`config.mk`:
```
export PLATFORM = sky130hd
export DESIGN_NAME = ad9228_window_capture
export DESIGN_NICKNAME = d
export VERILOG_FILES = /design/src/rtl/ad9228_window_capture.sv
export SDC_FILE = /design/constraint.sdc
export NUM_CORES = 1
export LEC_CHECK = 0
export ABC_AREA = 1
export BUFFER_PORTS_ARGS = -buffer_cell sky130_fd_sc_hd__buf_4
export CAP_MARGIN = 20
export CORE_MARGIN = 2
export CORE_UTILIZATION = 35
export DETAILED_ROUTE_END_ITERATION = 10
export GPL_ROUTABILITY_DRIVEN = 1
export SKIP_CTS_REPAIR_TIMING = 1
export SYNTH_ARGS = -nofsm -noshare
export SYNTH_HDL_FRONTEND = slang
export SYNTH_SLANG_ARGS = --single-unit
export TNS_END_PERCENT = 20
```
`constraint.sdc`:
```
create_clock -name dco -period 3.6 [get_ports dco]
set_clock_uncertainty 0.1 [all_clocks]
set_input_delay 0 -clock dco [delete_from_list [all_inputs] [get_ports dco]]
set_output_delay 0 -clock dco [all_outputs]
set_load 0.05 [all_outputs]
```
`src/rtl/ad9228_window_capture.sv`:
```
// Per-channel triggered window capture behind the AD9228 gearbox: pre-trigger ring, rising-edge trigger, stream readout.
// Define AD9228_SIGNED_SAMPLES_EN to compare samples against the threshold as two's complement.
module ad9228_window_capture #(
  parameter  int DATA_WIDTH = 12,
  parameter  int DEPTH      = 64,
  localparam int ADDR_W     = $clog2(DEPTH)
) (
  input  logic                  dco,
  input  logic                  rst,
  input  logic [DATA_WIDTH-1:0] sample_in,
  input  logic                  sample_valid_in,
  input  logic                  arm,
  input  logic [DATA_WIDTH-1:0] threshold,
  input  logic [ADDR_W-1:0]     pre_samples,
  input  logic [ADDR_W-1:0]     post_samples,
  output logic                  trig_out,
  output logic                  busy,
  output logic [DATA_WIDTH-1:0] m_data,
  output logic                  m_valid,
  input  logic                  m_ready,
  output logic                  m_last
);

  localparam logic [ADDR_W:0]   DEPTH_W = (ADDR_W+1)'(DEPTH);
  localparam logic [ADDR_W:0]   ONE_W   = (ADDR_W+1)'(1);
  localparam logic [ADDR_W-1:0] ONE_A   = ADDR_W'(1);

  typedef enum logic [2:0] {
    S_IDLE,
    S_FILL,
    S_WAIT_TRIG,
    S_POST,
    S_READOUT
  } state_t;

  state_t state, state_nxt;

  logic [DATA_WIDTH-1:0] mem [DEPTH];
  logic                  valid_d;
  logic                  strb;
  logic [DATA_WIDTH-1:0] thr_q;
  logic [ADDR_W-1:0]     pre_q, post_q;
  logic                  below;
  logic [ADDR_W-1:0]     wr_ptr, rd_ptr, trig_addr, rd_base;
  logic [ADDR_W-1:0]     cnt;
  logic [ADDR_W:0]       cnt_inc;
  logic [ADDR_W:0]       remaining;
  logic [ADDR_W-1:0]     post_eff, post_lim;
  logic [ADDR_W:0]       cfg_sum;
  logic                  accept, trig_hit, load, enter_readout;

  function automatic logic ge_thr(input logic [DATA_WIDTH-1:0] a, input logic [DATA_WIDTH-1:0] b);
`ifdef AD9228_SIGNED_SAMPLES_EN
    return ($signed(a) >= $signed(b));
`else
    return (a >= b);
`endif
  endfunction

  // Gearbox valid is a level; only its rising edge marks a new word.
  assign strb     = sample_valid_in & ~valid_d;
  assign cnt_inc  = {1'b0, cnt} + ONE_W;
  assign accept   = strb & ((state == S_FILL) | (state == S_WAIT_TRIG) | (state == S_POST));
  assign trig_hit = strb & (state == S_WAIT_TRIG) & below & ge_thr(sample_in, thr_q);
  assign load     = (state == S_READOUT) & (remaining != '0) & (~m_valid | m_ready);
  assign rd_base  = (state == S_WAIT_TRIG) ? wr_ptr : trig_addr;
  assign enter_readout = (state != S_READOUT) & (state_nxt == S_READOUT);

  // Post count is at least one and the whole window never exceeds the ring.
  always_comb begin
    post_eff = (post_samples == '0) ? ONE_A : post_samples;
    cfg_sum  = {1'b0, pre_samples} + {1'b0, post_eff};
    post_lim = (cfg_sum > DEPTH_W) ? ADDR_W'(DEPTH_W - {1'b0, pre_samples}) : post_eff;
  end

  always_ff @(posedge dco or posedge rst) begin
    if (rst) state <= S_IDLE;
    else     state <= state_nxt;
  end

  always_comb begin
    state_nxt = state;
    case (state)
      S_IDLE:      if (arm) state_nxt = (pre_samples == '0) ? S_WAIT_TRIG : S_FILL;
      S_FILL:      if (strb && (cnt_inc == {1'b0, pre_q})) state_nxt = S_WAIT_TRIG;
      S_WAIT_TRIG: if (trig_hit) state_nxt = (post_q == ONE_A) ? S_READOUT : S_POST;
      S_POST:      if (strb && (cnt_inc == {1'b0, post_q})) state_nxt = S_READOUT;
      S_READOUT:   if (m_valid && m_ready && m_last) state_nxt = S_IDLE;
      default:     state_nxt = S_IDLE;
    endcase
  end

  always_comb begin
    busy = (state != S_IDLE);
  end

  always_ff @(posedge dco) begin
    if (accept) mem[wr_ptr] <= sample_in;
  end

  // The output register doubles as the RAM read register; it only reloads when empty or being drained.
  always_ff @(posedge dco or posedge rst) begin
    if (rst) begin
      valid_d   <= 1'b0;
      trig_out  <= 1'b0;
      thr_q     <= '0;
      pre_q     <= '0;
      post_q    <= '0;
      below     <= 1'b0;
      cnt       <= '0;
      wr_ptr    <= '0;
      rd_ptr    <= '0;
      trig_addr <= '0;
      remaining <= '0;
      m_data    <= '0;
      m_valid   <= 1'b0;
      m_last    <= 1'b0;
    end else begin
      valid_d  <= sample_valid_in;
      trig_out <= trig_hit;
      if ((state == S_IDLE) && arm) begin
        thr_q  <= threshold;
        pre_q  <= pre_samples;
        post_q <= post_lim;
        below  <= 1'b0;
        cnt    <= '0;
      end
      if (accept) begin
        wr_ptr <= wr_ptr + ONE_A;
        below  <= ~ge_thr(sample_in, thr_q);
        cnt    <= cnt + ONE_A;
      end
      if (trig_hit) begin
        trig_addr <= wr_ptr;
        cnt       <= ONE_A;
      end
      if (enter_readout) begin
        rd_ptr    <= rd_base - pre_q;
        remaining <= {1'b0, pre_q} + {1'b0, post_q};
      end
      if (load) begin
        m_data    <= mem[rd_ptr];
        m_valid   <= 1'b1;
        m_last    <= (remaining == ONE_W);
        rd_ptr    <= rd_ptr + ONE_A;
        remaining <= remaining - ONE_W;
      end else if (m_valid && m_ready) begin
        m_valid <= 1'b0;
        m_last  <= 1'b0;
      end
    end
  end

endmodule

```
==> results by group, run 1 <==
STA
  • Measured slew at the worst slew-check pin: between 900 and 1000 ps
  • Final hold vios: 0
  • Post-layout min period: 2980 ps
  • Final Max Slew Viols: 0
  • Fin Setup TNS: 0 ps
  • Period utilization: 82.7%
  • Min Hold Slack: 31.5 ps
  • Final setup fails: 0
  • Unrepaired setup endpoints after global routing: no
  • Slew Limit Headroom: a little over a third
  • Fmax: approximately 340 MHz

Floorplanning
  • Die area: 109000 um2
  • Core Footprint: 105000 um2
  • Row cnt: 119
  • Die extent in y: approximately 330 um
  • Starting Density: 35.3%
  • Die W: 330 um
  • # IOs: 57

Synth
  • Seq/Total Area, Yosys: 67.1%
  • Synthesized area per cell: approximately 10 um2
  • Post-Synthesis Cells: ~3700
  • Asr flop ratio synth: 8.90%
  • Top FF cell, synth: edfxtp_1
  • Synth area leader: edfxtp_1
  • Distinct cell type count after synthesis: 39
  • Yosys warnings: 0
  • Net count after synthesis: 3744
  • Post-synth top area share: 62.0%
  • Synth top cells by count: 1199 x nand2_1, 768 x edfxtp_1, 369 x nand3_1
  • Post-synth EDFFs: 768
  • Cell with the most instances after synthesis: nand2_1
  • Synth Register Bits: 843
  • Synthesized area: ~37000 um2
  • Synth area leaders: edfxtp_1 62%, nand2_1 12%, dfrtp_1 5.0%

Final layout
  • Layout area overhead: 15.6%
  • Final cell count without fillers: 5279
  • NumNets Final: 3900
  • Final Cell Area: 43000 um2
  • Inserted Diodes: 0
  • Layout cells sized above 1: under 10%
  • Filler cells: 10000

Clock tree
  • CTS max path bufs: 3
  • Root buf cell: clkbuf_16
  • Skew-Pair Late Insertion Delay: approximately 640 ps
  • Clock-pin slew on the worst setup and hold paths: approximately 60 ps
  • CTS sink count: 843
  • H-tree levels: 3
  • Inserted Clock Buffers: 88
  • TritonCTS clock tree: done

Drt
  • Initial DRT Pass Iterations: 5
  • Final WL: 107000 um
  • Initial DRC Count: 2855
  • Vias: 26200
  • Residual DRC: 0
  • Routed Antenna Nets: 0
  • Vias/cell: 4.96
  • Wire per inst: 20.3 um

GRT
  • Grt total ovfl: 0
  • Initial antenna violation count: 2
  • Largest net degree at the start of global routing: 179
  • First-pass GRT wire length: 159000 um
  • Vias in the first global route: about 24000
  • GRT Overall Usage: 19.6%

Place
  • IO Port Bufs: 56
  • Post-DP HPWL: 65100 um
  • Inst Count DP: about 5100
  • Final GP Congestion: 0.855
  • Dpl cell area: 39700 um2

Critical path
  • Crit path max fanout: 7
  • CP Capture Type: flop
  • WP data required: ~4000 ps
  • Crit path arrival time: 3390 ps
  • Critical path launch point type: primary input
  • CP Class: in2reg

Pwr
  • Final Power: 28100 uW
  • Worst VDD drop: just under 0.7 mV
  • PwrDens: 655 nW/um2
  • Leak Pwr: 0.0173 uW

Min path
  • Hold WC Path Type: in2reg

Flow run
  • Max cap viols: 0

Status
  • Status: finished, final reports clean
[state kept, by name (all words and copies together), names as in the netlist]
signal	flops
below	1
cnt	6
m_data	12
m_last	1
m_valid	1
mem	768
post_q	6
pre_q	6
rd_ptr	6
remaining	7
state	3
thr_q	12
trig_addr	6
trig_out	1
valid_d	1
wr_ptr	6
[cell families (layout without fill, tap and decap cells)]
family,count (synthesis),in the layout,synth area share [%]
buf+inv,520,744,5.72
simple gates,1991,1991,21.8
fa+ha+maj,39,39,1.37
flops,843,843,67.1
mux,1,1,0.0269
xor+xnor,25,25,0.589
compound gates,245,245,3.43
[layer usage]
layer	wire length, um	track usage (%)
met5	0	0
met4	3390	6.86
met3	8020	2.76
met2	49800	31.1
met1	45900	27.5
[placed cells by master, fill, tap and decap left out, types with 18 or more instances in the layout]
| cell type | n |
|---|---|
| a21oi_1 | 65 |
| buf_4 | 181 |
| clkbuf_1 | 25 |
| clkbuf_16 | 88 |
| dfrtp_1 | 72 |
| dlygate4sd3_1 | 54 |
| edfxtp_1 | 768 |
| ha_1 | 36 |
| inv_1 | 327 |
| nand2_1 | 1199 |
| nand3_1 | 369 |
| nand4_1 | 27 |
| nor2_1 | 365 |
| o21ai_0 | 116 |
| o21ai_1 | 43 |
| xor2_1 | 18 |
[final timing paths]
path                                               start                  endpoint  slack, ps  depth (start not counted)
worst max register to register     rd_ptr[0]$_DFFE_PP0P_     m_data[6]$_DFFE_PP0P_        740                         14
worst min register to register  trig_addr[5]$_DFFE_PP0N_  trig_addr[5]$_DFFE_PP0N_        400                          2
max in group asynchronous                            rst     rd_ptr[0]$_DFFE_PP0P_       2240                          5
worst max-delay path                     post_samples[3]     post_q[2]$_DFFE_PP0P_        620                         18
min in group asynchronous                            rst      pre_q[5]$_DFFE_PP0P_        390                          4
worst min-delay path                        threshold[8]      thr_q[8]$_DFFE_PP0P_         30                          4
[power by group]
| group | switching, uW | internal (uW) | total, uW |
|---|---|---|---|
| clock | 3800 | 5050 | 8850 |
| sequential | 348 | 11100 | 11400 |
| combinational | 5480 | 2380 | 7850 |
| total | 9620 | 18500 | 28100 |
[area by class of cell]
class                   count  area (um2)  share of cell area (%)
flip-flops and latches    843       24900                    58.0
repair buffers            247        2140                    4.98
clock inverters            43         418                   0.972
inverters                 339        1290                    2.99
multi-input cells        2301       10100                    23.6
clock buffers             115        2320                    5.41
well taps                1391        1740                    4.05
[critical path, cell delays in order]
cell	delay [ps]
dlygate4sd3_1	540
buf_4	140
nor3_1	170
nand3_1	90
nand2_1	100
ha_1	220
inv_1	70
fa_1	480
nand2_1	50
a21oi_1	120
nand3_1	100
nor2_1	90
nand3_1	210
nand2_1	230
nand2_1	80
nand3_1	100
nand2_1	60
dlygate4sd3_1	550
[per-stage QoR]
step                      util, %  worst slack (ps)
after floorplan                 -              1100
after global placement       37.7               808
after detailed placement     37.7               814
after CTS                    40.3               813
after global routing         40.8               389
final                        40.8               623
Power figures use the tool's default switching activity.
==> run 2: changes to the inputs <==
==> constraint.sdc (replaced) <==
create_clock -name dco -period 2.8 [get_ports dco]
set_clock_uncertainty 0.1 [all_clocks]
set_input_delay 0 -clock dco [delete_from_list [all_inputs] [get_ports dco]]
set_output_delay 0 -clock dco [all_outputs]
set_load 0.05 [all_outputs]
==> results by group, run 2 (same netlist as run 1, synthesis figures left out) <==
Final layout
  • Layout cells sized above 1: 9.92% (+1.0 points)
  • Reg with most FFs: mem
  • Storage cell area: 24900 um2 (unchanged)
  • Filler cells: 9972 (-0.57%)
  • Multi-input logic area: 10100 um2 (about the same)
  • Layout area overhead: 16.9%
  • Max FFs per register: 768 (unchanged)
  • Final cell count without fillers: 5313 (+0.64%)
  • Most frequent cells in the layout: 1199 x nand2_1, 768 x edfxtp_1, 369 x nand3_1, 363 x nor2_1, 327 x inv_1
  • Most common cell after layout, fill and taps aside: nand2_1
  • NumNets Final: 3930 (+0.77%)
  • Biggest regs: mem x768, m_data x12, thr_q x12

Status
  • Status: finished, final reports clean

Pwr
  • Flop pwr share: 39.9% (-0.7 points)
  • Switching pwr: 12700 uW (+32%)
  • Clock power frac: 31.4% (about the same)
  • Sw Share: 34.4% (+0.19 points)
  • Worst VDD drop: 0.510 mV (-26%)
  • Combinational share of power: 28.7% (+0.8 points)
  • Pint: 24200 uW (+31%)
  • Leak Pwr: 0.0176 uW (+1.6%)
  • PwrDens: 850 nW/um2 (+30%)

Clock tree
  • TritonCTS clock tree: done
  • Root buf cell: clkbuf_16
  • Clock-pin slew on the worst setup and hold paths: 60 ps (about the same)
  • Inserted Clock Buffers: 88 (unchanged)
  • CTS sink count: 843 (unchanged)
  • Skew-Pair Late Insertion Delay: 660 ps (+20 ps)
  • H-tree levels: 3 (unchanged)
  • CTS max path bufs: 3 (unchanged)

GRT
  • Initial antenna violation count: 3 (+1)
  • Vias in the first global route: 24900 (+1.8%)
  • GRT Overall Usage: 19.8% (+0.22 points)
  • Largest net degree at the start of global routing: 82 (-54%)
  • First-pass GRT wire length: 161000 um (+0.89%)
  • Grt total ovfl: 0 (unchanged)

Floorplanning
  • Starting Density: 35.3% (unchanged)
  • Row cnt: 119 (unchanged)
  • Die W: 330 um (unchanged)
  • Core Footprint: 105000 um2 (unchanged)
  • Die area: 109000 um2 (unchanged)
  • Die extent in y: 330 um (unchanged)
  • # IOs: 57 (unchanged)

Place
  • Final GP Congestion: 0.896 (+4.7%)
  • Post-DP HPWL: 67700 um (+4.0%)
  • Inst Count DP: 5101 (+0.67%)
  • Pre-CTS WS: 167 ps (-647 ps)
  • IO Port Bufs: 56 (unchanged)

Critical path
  • CP Class: reg2reg
  • Crit path max fanout: 48 (+41)
  • CP Capture Type: flop
  • WP data required: 3300 ps (-720 ps)
  • CP most frequent cell: nand2_1
  • CP cell instances: inv_8 -> buf_12 -> buf_4 -> o21ai_0 -> nand3_1 -> nand3_1 -> nand2_1 -> nand3_1 -> nand2_1 -> nand2_1 -> nand2_1
  • Worst Setup SP: rd_ptr[0]$_DFFE_PP0P_
  • Crit-path max cell delay: 600 ps (+50 ps)
  • Slowest CP cell: dfrtp_4
  • Critical path launch point type: flop
  • Reg2Reg Launch Point: rd_ptr[0]$_DFFE_PP0P_
  • Crit path arrival time: 3170 ps (-220 ps)

Drt
  • Wire per inst: 20.4 um (+0.51%)
  • Initial DRT Pass Iterations: 6 (+1)
  • Residual DRC: 0 (unchanged)
  • Vias: 26500 (+1.0%)
  • Vias/cell: 4.98 (+0.36%)
  • Initial DRC Count: 2893 (+1.3%)
  • Routed Antenna Nets: 0 (unchanged)
  • Final WL: 108000 um (+1.2%)

STA
  • Slew Limit Headroom: 33.8% (-1.5 points)
  • Fin Setup TNS: 0 ps (unchanged)
  • Unrepaired setup endpoints after global routing: no
  • Post-layout min period: between 2000 and 3000 ps
  • Final hold vios: 0 (unchanged)
  • Fmax: 375 MHz
  • Fin worst setup slack: 136 ps (-487 ps)
  • Final setup fails: 0 (unchanged)
  • Period utilization: between 90% and 100%
  • Measured slew at the worst slew-check pin: 994 ps (+23.0 ps)
  • Min Hold Slack: 22.0 ps (-9.53 ps)
  • Final Max Slew Viols: 0 (unchanged)

Flow run
  • Max cap viols: 0 (unchanged)

Min path
  • Hold path start: threshold[6]
  • Hold WC Path Type: in2reg
## run 2: changes by cell type in the layout (fill, tap and decap cells not counted), sizes merged
cell / delta
buf: +35
clkbuf: -1
clkinv: +9
clkinvlp: -5
diode: +1
dlygate4sd3: -5
## run 2: power groups by stage
stage          sequential [uW]  combinational, uW  clock, uW
3_3_place_gp             15000              10400          0
5_1_grt                  14800              11800      12200
3_5_place_dp             15000              10400          0
6_report                 14700              10600      11600
2_1_floorplan            14800               6740          0
4_1_cts                  14700              10400      11700
## run 2: through the flow
stage	instance area (um2)	power, uW	utilization (%)
6_report	43500	36900	41.3
3_3_place_gp	40100	25300	38.1
2_1_floorplan	37200	21500	-
4_1_cts	42900	36900	40.8
5_1_grt	43500	38800	41.3
3_5_place_dp	40100	25400	38.1
## run 2: path summary, 6_finish.rpt
check	end	slack, ps	cells after the start
worst max-delay path	m_data[5]$_DFFE_PP0P_	140	11
worst min-delay path	thr_q[6]$_DFFE_PP0P_	20	4
worst max register to register	m_data[5]$_DFFE_PP0P_	140	11
worst min register to register	trig_addr[2]$_DFFE_PP0N_	400	2
max in group asynchronous	rd_ptr[2]$_DFFE_PP0P_	1560	6
min in group asynchronous	post_q[3]$_DFFE_PP0P_	340	4
## run 2: per-layer routing
metal | GRT usage, % | vias to the layer above | part of all wire (%)
met1 | 27.7 | 12800 | 43
met4 | 7.48 | 0 | 3.3
li1 | - | 12500 | -
met3 | 3.16 | 170 | 7.7
met2 | 31.0 | 974 | 46
met5 | 0 | - | 0
## run 2: layout make-up
class	count	share of cell area, %
Sequential cell	843	57.4
Antenna cell	1	0.00576
Timing Repair Buffer	277	5.87
Tap cell	1391	4.00
Clock buffer	114	5.38
Inverter	339	2.96
Multi-Input combinational cell	2301	23.3
Clock inverter	47	1.06
## run 2: worst max-delay path: cells and delay by family (launching register included)
| kind | cells | cell delay, ps |
|---|---|---|
| buffers and inverters | 3 | 790 |
| and+or+nand+nor | 7 | 940 |
| AOI/OAI and AO/OA | 1 | 130 |
| DFF | 1 | 600 |
